$ cat src/rtl/shift_arbiter.sv
// Round-robin arbiter sharing one external 16-bit barrel shifter between the
// execute-stage ALU (requester 0) and the multi-cycle unit (requester 1).
module shift_arbiter #(
  parameter int unsigned N = 16,
  parameter int unsigned C = 4
) (
  input  logic         clk,
  input  logic         rst_n,
  input  logic         req0_valid,
  output logic         req0_ready,
  input  logic [N-1:0] req0_in,
  input  logic [C-1:0] req0_cnt,
  input  logic [1:0]   req0_op,
  input  logic         req1_valid,
  output logic         req1_ready,
  input  logic [N-1:0] req1_in,
  input  logic [C-1:0] req1_cnt,
  input  logic [1:0]   req1_op,
  output logic [N-1:0] sh_in,
  output logic [C-1:0] sh_cnt,
  output logic [1:0]   sh_op,
  input  logic [N-1:0] sh_out,
  output logic         rsp0_valid,
  input  logic         rsp0_ready,
  output logic         rsp1_valid,
  input  logic         rsp1_ready,
  output logic [N-1:0] rsp_data,
  output logic         busy
);

  localparam logic [0:0] IDLE = 1'b0;
  localparam logic [0:0] HOLD = 1'b1;

  logic [0:0] state, state_next;
  logic       owner, owner_next;
  logic       last_grant, last_grant_next;
  logic       accept;
  logic       grant0, grant1;
  logic       xfer;

  // Arbitration, shifter drive and next-state decode
  always_comb begin
    state_next      = state;
    owner_next      = owner;
    last_grant_next = last_grant;
    accept          = 1'b0;
    grant0          = 1'b0;
    grant1          = 1'b0;
    xfer            = 1'b0;
    sh_in           = '0;
    sh_cnt          = '0;
    sh_op           = 2'b00;

    if (state == HOLD) begin
      accept = owner ? rsp1_ready : rsp0_ready;
    end

    if ((state == IDLE) || accept) begin
      if (req0_valid && req1_valid) begin
        grant1 = (last_grant == 1'b0);
        grant0 = ~grant1;
      end else begin
        grant0 = req0_valid;
        grant1 = req1_valid;
      end
    end

    xfer = grant0 | grant1;

    if (grant0) begin
      sh_in  = req0_in;
      sh_cnt = req0_cnt;
      sh_op  = req0_op;
    end else if (grant1) begin
      sh_in  = req1_in;
      sh_cnt = req1_cnt;
      sh_op  = req1_op;
    end

    if (xfer) begin
      state_next      = HOLD;
      owner_next      = grant1;
      last_grant_next = grant1;
    end else if (accept) begin
      state_next = IDLE;
    end
  end

  assign req0_ready = grant0;
  assign req1_ready = grant1;

  // State, ownership and registered response outputs
  always_ff @(posedge clk or negedge rst_n) begin
    if (!rst_n) begin
      state      <= IDLE;
      owner      <= 1'b0;
      last_grant <= 1'b1;
      rsp_data   <= '0;
      rsp0_valid <= 1'b0;
      rsp1_valid <= 1'b0;
      busy       <= 1'b0;
    end else begin
      state      <= state_next;
      owner      <= owner_next;
      last_grant <= last_grant_next;
      if (xfer) begin
        rsp_data <= sh_out;
      end
      rsp0_valid <= (state_next == HOLD) && !owner_next;
      rsp1_valid <= (state_next == HOLD) && owner_next;
      busy       <= (state_next == HOLD);
    end
  end

endmodule

$ cat config.mk
export PLATFORM = sky130hd
export DESIGN_NAME = shift_arbiter
export DESIGN_NICKNAME = d
export VERILOG_FILES = /design/src/rtl/shift_arbiter.sv
export SDC_FILE = /design/constraint.sdc
export NUM_CORES = 1
export LEC_CHECK = 0
export BUFFER_PORTS_ARGS = -buffer_cell sky130_fd_sc_hd__buf_2
export CORE_UTILIZATION = 37
export DETAILED_ROUTE_END_ITERATION = 12
export GPL_TIMING_DRIVEN = 0
export HOLD_SLACK_MARGIN = 0.05
export PLACE_DENSITY = 0.79
export SLEW_MARGIN = 10
export SYNTH_ARGS = -nofsm -noshare
export SYNTH_HDL_FRONTEND = slang
export SYNTH_SLANG_ARGS = --single-unit
$ cat constraint.sdc
create_clock -name clk -period 1.95 [get_ports clk]
set_input_delay 0.195 -clock clk [delete_from_list [all_inputs] [get_ports clk]]
set_output_delay 0.195 -clock clk [all_outputs]
set_load 0.02 [all_outputs]
-- After elaboration in Yosys (flattened, before gate mapping)
Index checks and enable logic that the tools add are counted.
- word-level logic and storage cells: 29
- output and inout bits: 43
- register bits: 21
- input port bits: 66
- bitwise gates (word level): 3
- mux-type cells: 15
- reductions and logical operators: 5
- operators with widths (operator ; number):
    $mux 16 ; 2
    $mux 1 ; 9
    $mux 4 ; 2
    $mux 2 ; 2
    $logic_and 1x1->1 ; 3
    $not 1->1 ; 2
    $logic_not 1->1 ; 1
    $logic_or 1x1->1 ; 1
    $or 1x1->1 ; 1

-- Logic depth before layout (Yosys ltp)
Gate-level depths: netlist of run 1.
- depth in word-level cells: 8
- gate-level depth with buffers: 5

-- Worst setup path after synthesis of run 1
OpenSTA, ideal clock, no wires.
- kind: register -> output
- from: register last_grant
- to: output sh_in[10]
- data arrival time: 1.406 ns
- path slack: 0.349 ns
- stages on the path, launching flop included: 6
- buffers on the path: 2
- path through: dfstp_2 -> nand2b_1 -> clkbuf_1 -> buf_2 -> a32oi_1 -> nor2_1
- cells in the longest elaborated chain, start to end: 5
- elaborated cells between the ends (all ways): 7
- those cells by class: 6 x mux; 1 x bitwise
- ends and longest elaborated chain (what ; RTL line ; text):
    from (decl) ; 36 ; logic last_grant, last_grant_next;
    from (signal assigned) ; 105 ; last_grant <= last_grant_next;
    $not 1->1 ; 60 ; grant1 = (last_grant == 1'b0);
    $mux 1 ; 59 ; if (req0_valid && req1_valid) begin
    $mux 1 ; 58 ; if ((state == IDLE) || accept) begin
    $mux 16 ; 74 ; end else if (grant1) begin
    $mux 16 * ; 70 ; if (grant0) begin
    to (decl) ; 19 ; output logic [N-1:0] sh_in,
Mark *: on every way between the ends. The rest lies on a longest branch, timed or not.

-- Final worst setup path of run 1
- from: register owner
- to: output sh_cnt[2]
- cells in the longest elaborated chain, start to end: 6
- elaborated cells between the ends (all ways): 7
- those cells by class: 6 x mux; 1 x reduce/logical
- ends and longest elaborated chain (what ; RTL line ; text):
    from (decl) ; 35 ; logic owner, owner_next;
    from (signal assigned) ; 104 ; owner <= owner_next;
    $mux 1 * ; 55 ; accept = owner ? rsp1_ready : rsp0_ready;
    $mux 1 * ; 54 ; if (state == HOLD) begin
    $logic_or 1x1->1 * ; 58 ;
    $mux 1 ; 58 ;
    $mux 4 ; 74 ;
    $mux 4 * ; 70 ;
    to (decl) ; 20 ; output logic [C-1:0] sh_cnt,
Marks and branches as above.

==> results of run 1 <==
## critical path, cell delays in order (launching register included)
cell and delay [ns]:
dfrtp_1 0.43, mux2i_4 0.32, and2_4 0.19, buf_8 0.12, buf_6 0.14, nor2_1 0.05, buf_4 0.15
## stage by stage
step / worst slack [ns] / hold WS [ns]
CTS: 0.003645 / 0.1070
floorplan: 0.3490 / -0.1006
global route: -0.06480 / 0.09385
detailed placement: 0.2431 / 0.1779
finish: 0.05000 / 0.1160
global placement: 0.2371 / 0.1749
## cell type report
class                      count  share of cell area (%)
timing repair buffer         112                   31.48
clock inverter                 1                  0.2498
sequential                    21                   26.30
clock buffer                   3                   1.124
tap                           44                   2.748
inverter                       2                  0.3748
multi-input combinational     79                   32.79
buffer                        11                   4.934
## cells by family after synthesis
group	after synthesis	share of synthesized area, %
simple gates	32	10.61
compound gates	29	20.71
flops	21	42.53
mux	18	19.49
buf+inv	14	6.667
## per-layer routing
metal,track usage (%),share of wire (%),vias up,routed length (um)
met4,3.987,2.0,0,75
li1,-,-,656,-
met5,0,0,-,0
met3,3.247,2.6,6,98
met2,32.22,54,35,2042
met1,25.07,42,655,1588
## power groups by stage
| stage | Combinational [mW] | Sequential, mW | Clock (mW) |
|---|---|---|---|
| 5_1_grt | 1.24 | 0.649 | 0.233 |
| 2_1_floorplan | 0.552 | 0.772 | 0 |
| 4_1_cts | 1.05 | 0.634 | 0.212 |
| 6_report | 1.16 | 0.635 | 0.201 |
| 3_5_place_dp | 1.02 | 0.641 | 0 |
| 3_3_place_gp | 1.01 | 0.635 | 0 |
## synthesized netlist by cell type, types with 2 or more instances
master	number	share of area, %
nor2_1	25	7.6
a32oi_1	23	16
dfrtp_1	20	40
mux2_4	10	12
mux2_2	6	5.5
buf_2	5	2.0
clkbuf_1	5	1.5
nand2_1	3	0.91
nand2b_1	3	1.5
inv_1	2	0.61
## state kept, by name (all words and copies together) (netlist names)
register / count
rsp_data: 16
last_grant: 1
owner: 1
rsp0_valid: 1
rsp1_valid: 1
state: 1
## worst max path at each step
stage,start,end,cells past startpoint
2_1_floorplan,last_grant,sh_in[10],5
3_3_place_gp,last_grant,sh_in[7],6
3_5_place_dp,last_grant,sh_in[8],6
4_1_cts,owner,sh_in[8],6
5_1_grt,last_grant,sh_in[11],5
6_report,owner,sh_cnt[2],6
## repair_timing
| item | 4_1_cts | 5_1_grt |
|---|---|---|
| setup buffers | 1 | 2 |
| hold endpoints to repair | 20 | 0 |
| setup endpoints to repair | 20 | 21 |
| cloned | 0 | 1 |
| gates resized for setup | 6 | 30 |
| hold buffers | 1 | 0 |
==> results list, run 1 <==
- The library cells used most frequently in the layout, excluding fill and tap cells, are buf_2, a32oi_1, buf_4, dfrtp_1, nor2_1.
- Fmax: between 500 and 600 MHz
- The floorplan has 20 rows.
* H-tree depth reported by CTS: 1
- For this run the aggregate overflow at the end of global routing stands at 0.
- For this run, the number of Yosys warnings is 0.
- Of the total power, the share spent switching nets is 40.81%.
* Net count of the mapped netlist: 180
- The die covers around 3600 um2.
* Final ANT Viol Nets: 0
- Path type of the worst setup path: reg2out
- The worst hold path was traced through 2 stages.
- Total power consumption of the routed design: about 2 mW
* Per-cell via count in the routed design: 4.952
- Total vias in the final route: about 1400
* Post-DR wirelength/cell: between 10 and 15 um
* Sw Pwr: 0.8149 mW
- Clk pwr share: 10.1%
* Final core area utilization: 64.56%
* Clock period minus worst slack: 1.900 ns
- In the finished design, the share of the clock period the worst path needs comes to 97.44%.
- Final count of pins violating max slew: 0
* Post-synthesis instance area: around 1200 um2
- Startpoint Class: flip-flop
- Counting along the longest clock path gives a buffer depth of 2.
- The run finished with clean final reports.
- CTS Root Cell: clkbuf_4
- The first global-routing pass estimated 5078 um of wire.
- Number of synthesized register bits: 21
- Measured along the y axis, the die boundary spans 59.86 um.
- Maximum resistive drop on vdd: 0.0006645 V
* Largest net degree at the start of global routing: 22
- The number of antenna diodes in the final layout is 0.
- Critical path data arrival time: 1.70 ns
- Worst reg2reg path endpoint: rsp_data[15]
* Fill cell total of the finished layout: between 200 and 300
* Signed area change from the synthesized netlist to the final layout: 61.72%
* Register area: 526.8 um2
- The finished layout holds 273 standard cells, fillers aside.
* Power density over the cells: 996.8 nW/um2
- The worst setup path is captured at an output port.
- Multi-input gate area: between 600 and 700 um2
* Global placement routability congestion: 0.7261
- The clock net in this run drives a total of 21 sinks.
- Dividing the synthesized area by the synthesized cell count gives 10.87 um2.
- Aggregate global-route resource usage: 18.90%
* Area after detailed placement: around 1800 um2
- Antenna violations before repair: 0
- Leakage dissipation: slightly above 1 nW
- 109 I/O pins were placed.
* Type of the worst min-delay path: in2reg
* Worst Tran Pin Value: 0.4493 ns
* R2R Setup Slk: 0.37 ns
- Headroom to the max-slew limit came out at a little over two thirds.
- Die boundary width: 59.86 um
- Most common cell after layout, fill and taps aside: buf_2
- Setup violations remaining at the end of the flow were counted as 0.
- Number of buffers added by the clock tree synthesis step: 3
- The via count of the first global-routing pass was between 1000 and 1500.
* Startpoint of the lowest-slack hold path: sh_out[9]
- Required time reported for the critical path endpoint: between 1.5 and 2 ns
- Worst-case reg-to-reg path depth: 4
- Reg clk slew, reported paths: 0.12 ns
* Number of enable-type register cells in the synthesized netlist: 0
* Buffers added on ports: 107
- Post-synthesis sequential area ratio: 42.53%
- Flop pwr share: 31.8%
- Combinational logic is responsible for slightly below 60% of the overall power.
* Number of optimization iterations in the first detailed-route pass: 4
* Total Nets Final: between 200 and 300
- Setup TNS: 0 ns
- Residual DRC: 0
* Number of placed instances, taps included: 265
- After synthesis, the share of flip-flops with an asynchronous set or reset is 100.0%.
- Primary FF master, synth: dfrtp_1
* Routed WL: 3805 um
- For this configuration, the core starts out at a cell density of 39.92%.
- The cell count after synthesis came out at 114.
- Startpoint of the most critical register-to-register path: owner
- Unique masters post-synth: 22
- The tool flagged a number of max-cap violations equal to 0.
* Number of endpoints with negative hold slack in the final report: 0
- Worst Hold Path EP: rsp_data[9]
- The clock reaches the later pin of the worst-skew pair after 0.30 ns.
- Summing all non-filler instances in the final layout gives an area of 2003 um2.
- CTS tree: done
- HPWL after detailed placement: about 2700 um
* Fraction of layout instances using a drive strength above 1: 66.38%
* Area of the placeable core: 3103 um2
- Cell internal power was estimated by the tool at 1.182 mW.
- Across the routed clock network, the largest skew measured is 0.009522 ns.
* Number of design-rule violations left by the first detailed-router iteration: 57
- Maximum fanout encountered on the critical timing path: 10
Power figures use the tool's default switching activity.
==> run 2: changes to the inputs <==
- CELL_PAD_IN_SITES_DETAIL_PLACEMENT: not set -> 1
- CELL_PAD_IN_SITES_GLOBAL_PLACEMENT: not set -> 1
- CORE_UTILIZATION: 37 -> 26
- PLACE_DENSITY: 0.79 -> 0.8
==> results list, run 2 (synthesis gave the netlist of run 1 again) <==
- The first detailed-routing pass ran for 8 iterations.
* Routed WL: between 4000 and 5000 um
* Reg clk slew, reported paths: 0.07 ns
- Fmax: around 520 MHz
- The via count of the first global-routing pass is 1486.
* Fraction of power consumed by combinational cells: 55.7%
- Sw Pwr: between 0.8 and 0.9 mW
- Clk pwr share: a little over an eighth
* Area after detailed placement: 1839 um2
- The congestion estimate from routability-driven global placement came to 0.7364.
- The setup check on the worst reg-to-reg path leaves a slack of 0.24 ns.
- Worst-case reg-to-reg path depth: 5
- The HPWL after detailed placement is approximately 3600 um.
- At the worst endpoint, the required time is 1.75 ns.
* Failing checks: DRC
- Summed over all layers, the global routing overflow is 0.
* Internal power summed over all cells: 1.220 mW
- Total vias in the final route: 1387
- Endpoints failing setup: 0
- Crit share post-route: 98.08%
* Startpoint Class: flip-flop
- In this run the critical register-to-register path is captured at rsp_data[6].
* Worst setup path startpoint: owner
- Sw Ratio: 40.61%
* Die Ht: roughly 71 um
- Number of endpoints with negative hold slack in the final report: 0
- Buffers inserted during clock tree synthesis total 3.
- Counting every sink on the clock net gives 21.
* Maximum fanout encountered on the critical timing path: 10
- Register with the most flip-flops: rsp_data
- Buffers added on ports: 107
- CTS Root Cell: clkbuf_8
* Area of the placeable core: 4474 um2
- Per report_power, the sequential group accounts for 31.0% of the total.
- Startpoint of the most critical register-to-register path: owner
- Maximum resistive drop on vdd: 0.0003667 V
* Worst rel slew slack: 68.21%
- Flip-flop count of the largest register, all copies and words added: 16
- Antenna violations before repair: 1
- Largest buffer count on any clock path: 2
- Signed area change from the synthesized netlist to the final layout: 60.51%
- The first global-routing pass estimated 7113 um of wire.
- Cells with a size suffix above 1 make up between 60 and 70% of the layout.
- After the first detailed-routing iteration, the DRC count stood at 30.
- Instance count along the most critical hold path: 2
- Global routing used 18.12% of the available tracks.
* Final ANT Viol Nets: 0
- Setup repair after global routing could not meet its margin everywhere.
* Commonest non-fill, non-tap cells in the layout: buf_2, a32oi_1, nor2_1, buf_4, dfrtp_1
- Worst setup endpoint: sh_in[11]
- The smallest clock period supported by the final layout is computed as approximately 1.9 ns.
- The count of final max-slew check failures is 0.
* Die Outline Area: 5045 um2
- Type of element capturing the critical path: output port
- Fin Clk Skew: a little under 0.0009 ns
* Per-cell via count in the routed design: 4.936
- Standard-cell row count: 24
* Worst Tran Pin Value: 0.4769 ns
- The path class of the tightest hold or removal check is in2reg.
- Result of the run: finished with violations
- Path type of the worst setup path: reg2out
- During I/O placement, the number of pins put on the boundary was ~110.
- Entering global routing, the biggest net connects 22 pins.
- Critical path data arrival time: 1.72 ns
- H-tree depth reported by CTS: 1
* Die boundary width: 71.03 um
- Summing all non-filler instances in the final layout gives an area of 1988 um2.
- Max-cap violations in this run came to 0.
* Residual DRC: 2
* Most common cell after layout, fill and taps aside: buf_2
- Smallest hold slack: 0.1701 ns
- CTS tree: done
* Power density over the cells: 1033 nW/um2
* Post-DR wirelength/cell: 16.86 um
- Worst-Skew Late Latency: 0.25 ns
* Leakage dissipation: just over 1 nW
- Once the floorplan was initialized, standard cells occupied 27.68% of the core.
* Total Nets Final: 295
-- run 2: changes by cell type in the layout (fill, tap and decap cells not counted), sizes merged --
| cell | previous run | this run |
|---|---|---|
| clkinv | 1 | 0 |
| diode | 0 | 1 |
-- run 2: power groups by stage --
stage / Clock [mW] / Sequential [mW] / Combinational (mW)
after global routing: 0.304 / 0.656 / 1.22
after CTS: 0.285 / 0.637 / 1.08
after detailed placement: 0 / 0.642 / 1.05
after global placement: 0 / 0.635 / 1.03
after floorplan: 0 / 0.772 / 0.552
final: 0.274 / 0.636 / 1.14
-- run 2: how the worst min path moves through the flow --
stage	slack [ns]	start	to
2_1_floorplan	-0.10	rst_n	owner
3_3_place_gp	0.17	rst_n	rsp_data[8]
3_5_place_dp	0.18	rst_n	rsp_data[4]
4_1_cts	0.17	sh_out[8]	rsp_data[8]
5_1_grt	0.16	sh_out[4]	rsp_data[4]
6_report	0.17	sh_out[3]	rsp_data[3]
-- run 2: critical path, cell delays in order (launching register included) --
cell     delay (ns)
dfrtp_1        0.43
mux2i_4        0.22
and2_2         0.21
buf_6          0.14
buf_4          0.17
nor2_1         0.13
buf_4          0.16
-- run 2: timing repair --
item                       CTS  global route
setup endpoints to repair   20            21
gates resized for setup      5            24
hold buffers                 1             0
hold endpoints to repair    20             0
buffers inserted             1             2
-- run 2: cell type report --
class | instances | area, um2
Buffer | 11 | 83.83
Fill cell | 554 | 2486
Antenna cell | 1 | 2.502
Clock buffer | 4 | 45.04
Sequential cell | 21 | 526.8
Tap cell | 52 | 65.06
Multi-Input combinational cell | 79 | 648.1
Timing Repair Buffer | 111 | 609.3
Inverter | 2 | 7.507
-- run 2: stage by stage --
step	worst slack, ns	std cells	utilization [%]	power [mW]	TNS, ns
floorplan	0.3490	114	-	1.324	0
CTS	0.01631	278	42.84	2.005	0
global route	-0.03886	281	44.44	2.182	-0.4527
detailed placement	0.1688	273	41.11	1.692	0
finish	0.03743	281	44.44	2.054	0
global placement	0.1815	273	41.11	1.662	0
-- run 2: layer usage --
metal	up-vias	share of wire (%)	GRT usage (%)
met3	12	4.4	3.846
met1	667	38	20.64
met5	-	0	0
met2	56	55	33.76
li1	652	-	-
met4	0	2.8	5.556
==> run 3: changes to the inputs <==
- CORE_UTILIZATION: 26 -> 27
- CTS_BUF_LIST: not set -> sky130_fd_sc_hd__clkbuf_2
- PLACE_DENSITY: 0.8 -> 0.83
==> results list, run 3 (synthesis gave the netlist of run 1 again) <==
- First-pass GRT wire length: between 7000 and 8000 um
- Per-cell via count in the routed design: between 5 and 6
- Fin Clk Skew: 0.008277 ns
- The worst hold path belongs to the class in2reg.
* Signed area change from the synthesized netlist to the final layout: 95.15%
- Timing would allow up to just over 500 MHz.
* Inserted Diodes: 0
* Routed WL: ~5300 um
- Total power consumption of the routed design: 2.272 mW
* Total Nets Final: 317
- Total vias in the final route: 1532
* I/O pin count: 109
- In this run the remaining antenna-violating nets after routing total 0.
* R2R Setup Slk: between 0.3 and 0.4 ns
* Number of optimization iterations in the first detailed-route pass: 4
- The register with the most flip-flops in the final layout is rsp_data.
* Most common cell after layout, fill and taps aside: buf_2
- Number of global-route vias before repair: 1421
- The post-route netlist has 69.60% of its cells at a drive strength greater than 1.
- Commonest non-fill, non-tap cells in the layout: buf_2, dfrtp_1, dlygate4sd3_1, a32oi_1, buf_4
- Cells traversed along the worst timing path: mux2i_2 > and2_4 > buf_12 > clkbuf_16 > nor2_1 > buf_2
- Final core area utilization: 55.14%
- Buffers added on ports: ~110
- Entering global routing, the biggest net connects 22 pins.
* H-tree depth reported by CTS: 1
- Max-cap violations in this run came to 0.
- The die covers 4862 um2.
- The number of endpoints with negative hold slack in the final report is 0.
- Sinks on Clock Net: 21
- CTS tree: done
- Endpoints failing setup: 2
- Global placement routability congestion: 0.7775
- Startpoint Class: flip-flop
* Residual DRC: 0
- Aggregate global-route resource usage: 17.97%
- Power density over the cells: 939.8 nW/um2
- The cell sitting at the root of the clock tree is a clkbuf_2.
- Path type of the worst setup path: reg2out
- The slowest stage of the critical path belongs to the cell dfrtp_1.
- Antenna violations before repair: 0
- The clock passes through at most 2 buffers.
- The final critical path takes up 100.9% of the cycle.
- Required time reported for the critical path endpoint: roughly 1.8 ns
- The clock reaches the later pin of the worst-skew pair after 0.35 ns.
- Maximum resistive drop on vdd: 0.0004724 V
- Final count of pins violating max slew: 0
* Clock period minus worst slack: 1.968 ns
- For this block, the initial DRC count from the detailed router was 39.
- Including well taps, the total number of placed cells is about 270.
* Standard-cell row count: 24
- Summed over all cells, the static leakage comes to 1.177 nW.
* Die Ht: between 60 and 70 um
- Clock-pin slew was measured on the worst setup and hold paths at about 0.20 ns.
* Worst rel slew slack: 62.21%
- Final Worst Setup Slack: -0.01768 ns
- Die boundary width: 69.73 um
- After routing the design area is 2417 um2.
- Setup repair after global routing could not meet its margin everywhere.
* Worst Tran Pin Value: around 0.57 ns
- Fill cell total of the finished layout: 499
- The region available for standard cell placement spans 4384 um2.
- Type of element capturing the critical path: output port
* Critical path data arrival time: 1.77 ns
* HPWL after detailed placement: about 3300 um
* Number of buffers added by the clock tree synthesis step: 3
* Leftover overflow at the end of global routing: 0
- On the worst path, the slowest cell contributes a delay of 0.45 ns.
- Summing all flip-flop and latch instances after layout gives 526.8 um2.
- Once layout is complete, the cells apart from fillers number 302.
- The register with the most flip-flops in the layout has 16 of them.
- Area after detailed placement: 1839 um2
* Multi-input gate area: 750.7 um2
- Setup total negative slack on the finished layout was measured at -0.03016 ns.
- Post-DR wirelength/cell: roughly 17 um
- Failing checks: setup timing
* Effective utilization at floorplan: around 28%
- The run finished, with violations left.
- Of all nets on the critical path, the largest fanout is 6.
run 3: final timing paths:
| kind | from | end | cells after the start |
|---|---|---|---|
| max | owner | sh_cnt[1] | 6 |
| min | req1_valid | state | 3 |
| max reg2reg | owner | rsp_data[0] | 5 |
| min reg2reg | rsp_data[9] | rsp_data[9] | 1 |
| max in group asynchronous | rst_n | last_grant | 2 |
| min in group asynchronous | rst_n | rsp_data[10] | 2 |
run 3: area by class of cell:
type,instances,area share (%)
Timing Repair Buffer,133,38.04
Multi-Input combinational cell,79,31.06
Sequential cell,21,21.79
Buffer,11,5.279
Tap cell,52,2.692
Clock buffer,3,0.6211
Inverter,2,0.3106
Clock inverter,1,0.2070
run 3: worst max-delay path: cells and delay by family, from the launching register on:
kind                   cells  cell delay (ns)
multiplexers               1             0.17
flip-flops                 1             0.45
buffers and inverters      3             0.49
AND/OR/NAND/NOR            2             0.31
run 3: power breakdown:
part / internal [mW] / switching, mW / leakage [nW]
Sequential: 0.563 / 0.0766 / 0.243
Clock: 0.0464 / 0.147 / 0.0164
Combinational: 0.712 / 0.726 / 0.918
Total: 1.32 / 0.950 / 1.18
run 3: stage by stage:
step / hold WS, ns / worst slack, ns
floorplan: -0.1006 / 0.3490
global placement: 0.1736 / 0.1941
detailed placement: 0.1774 / 0.1986
CTS: 0.05296 / 0.006499
global route: 0.1784 / -0.1301
finish: 0.1865 / -0.01768
run 3: repair_timing:
item                                    4_1_cts  5_1_grt
cloned                                        0        2
gates resized for setup                       9       76
hold endpoints to repair                     20       16
pin swaps                                     0        5
endpoints found under the setup margin       21       21
setup buffers                                 2        5
hold buffers                                  1       16
run 3: metal layers:
layer | global-route usage, % | up-vias | wire, um
met5 | 0 | - | 0
met4 | 5.111 | 0 | 226
met3 | 3.924 | 24 | 235
met2 | 32.15 | 72 | 2816
met1 | 21.53 | 735 | 1996
li1 | - | 701 | -
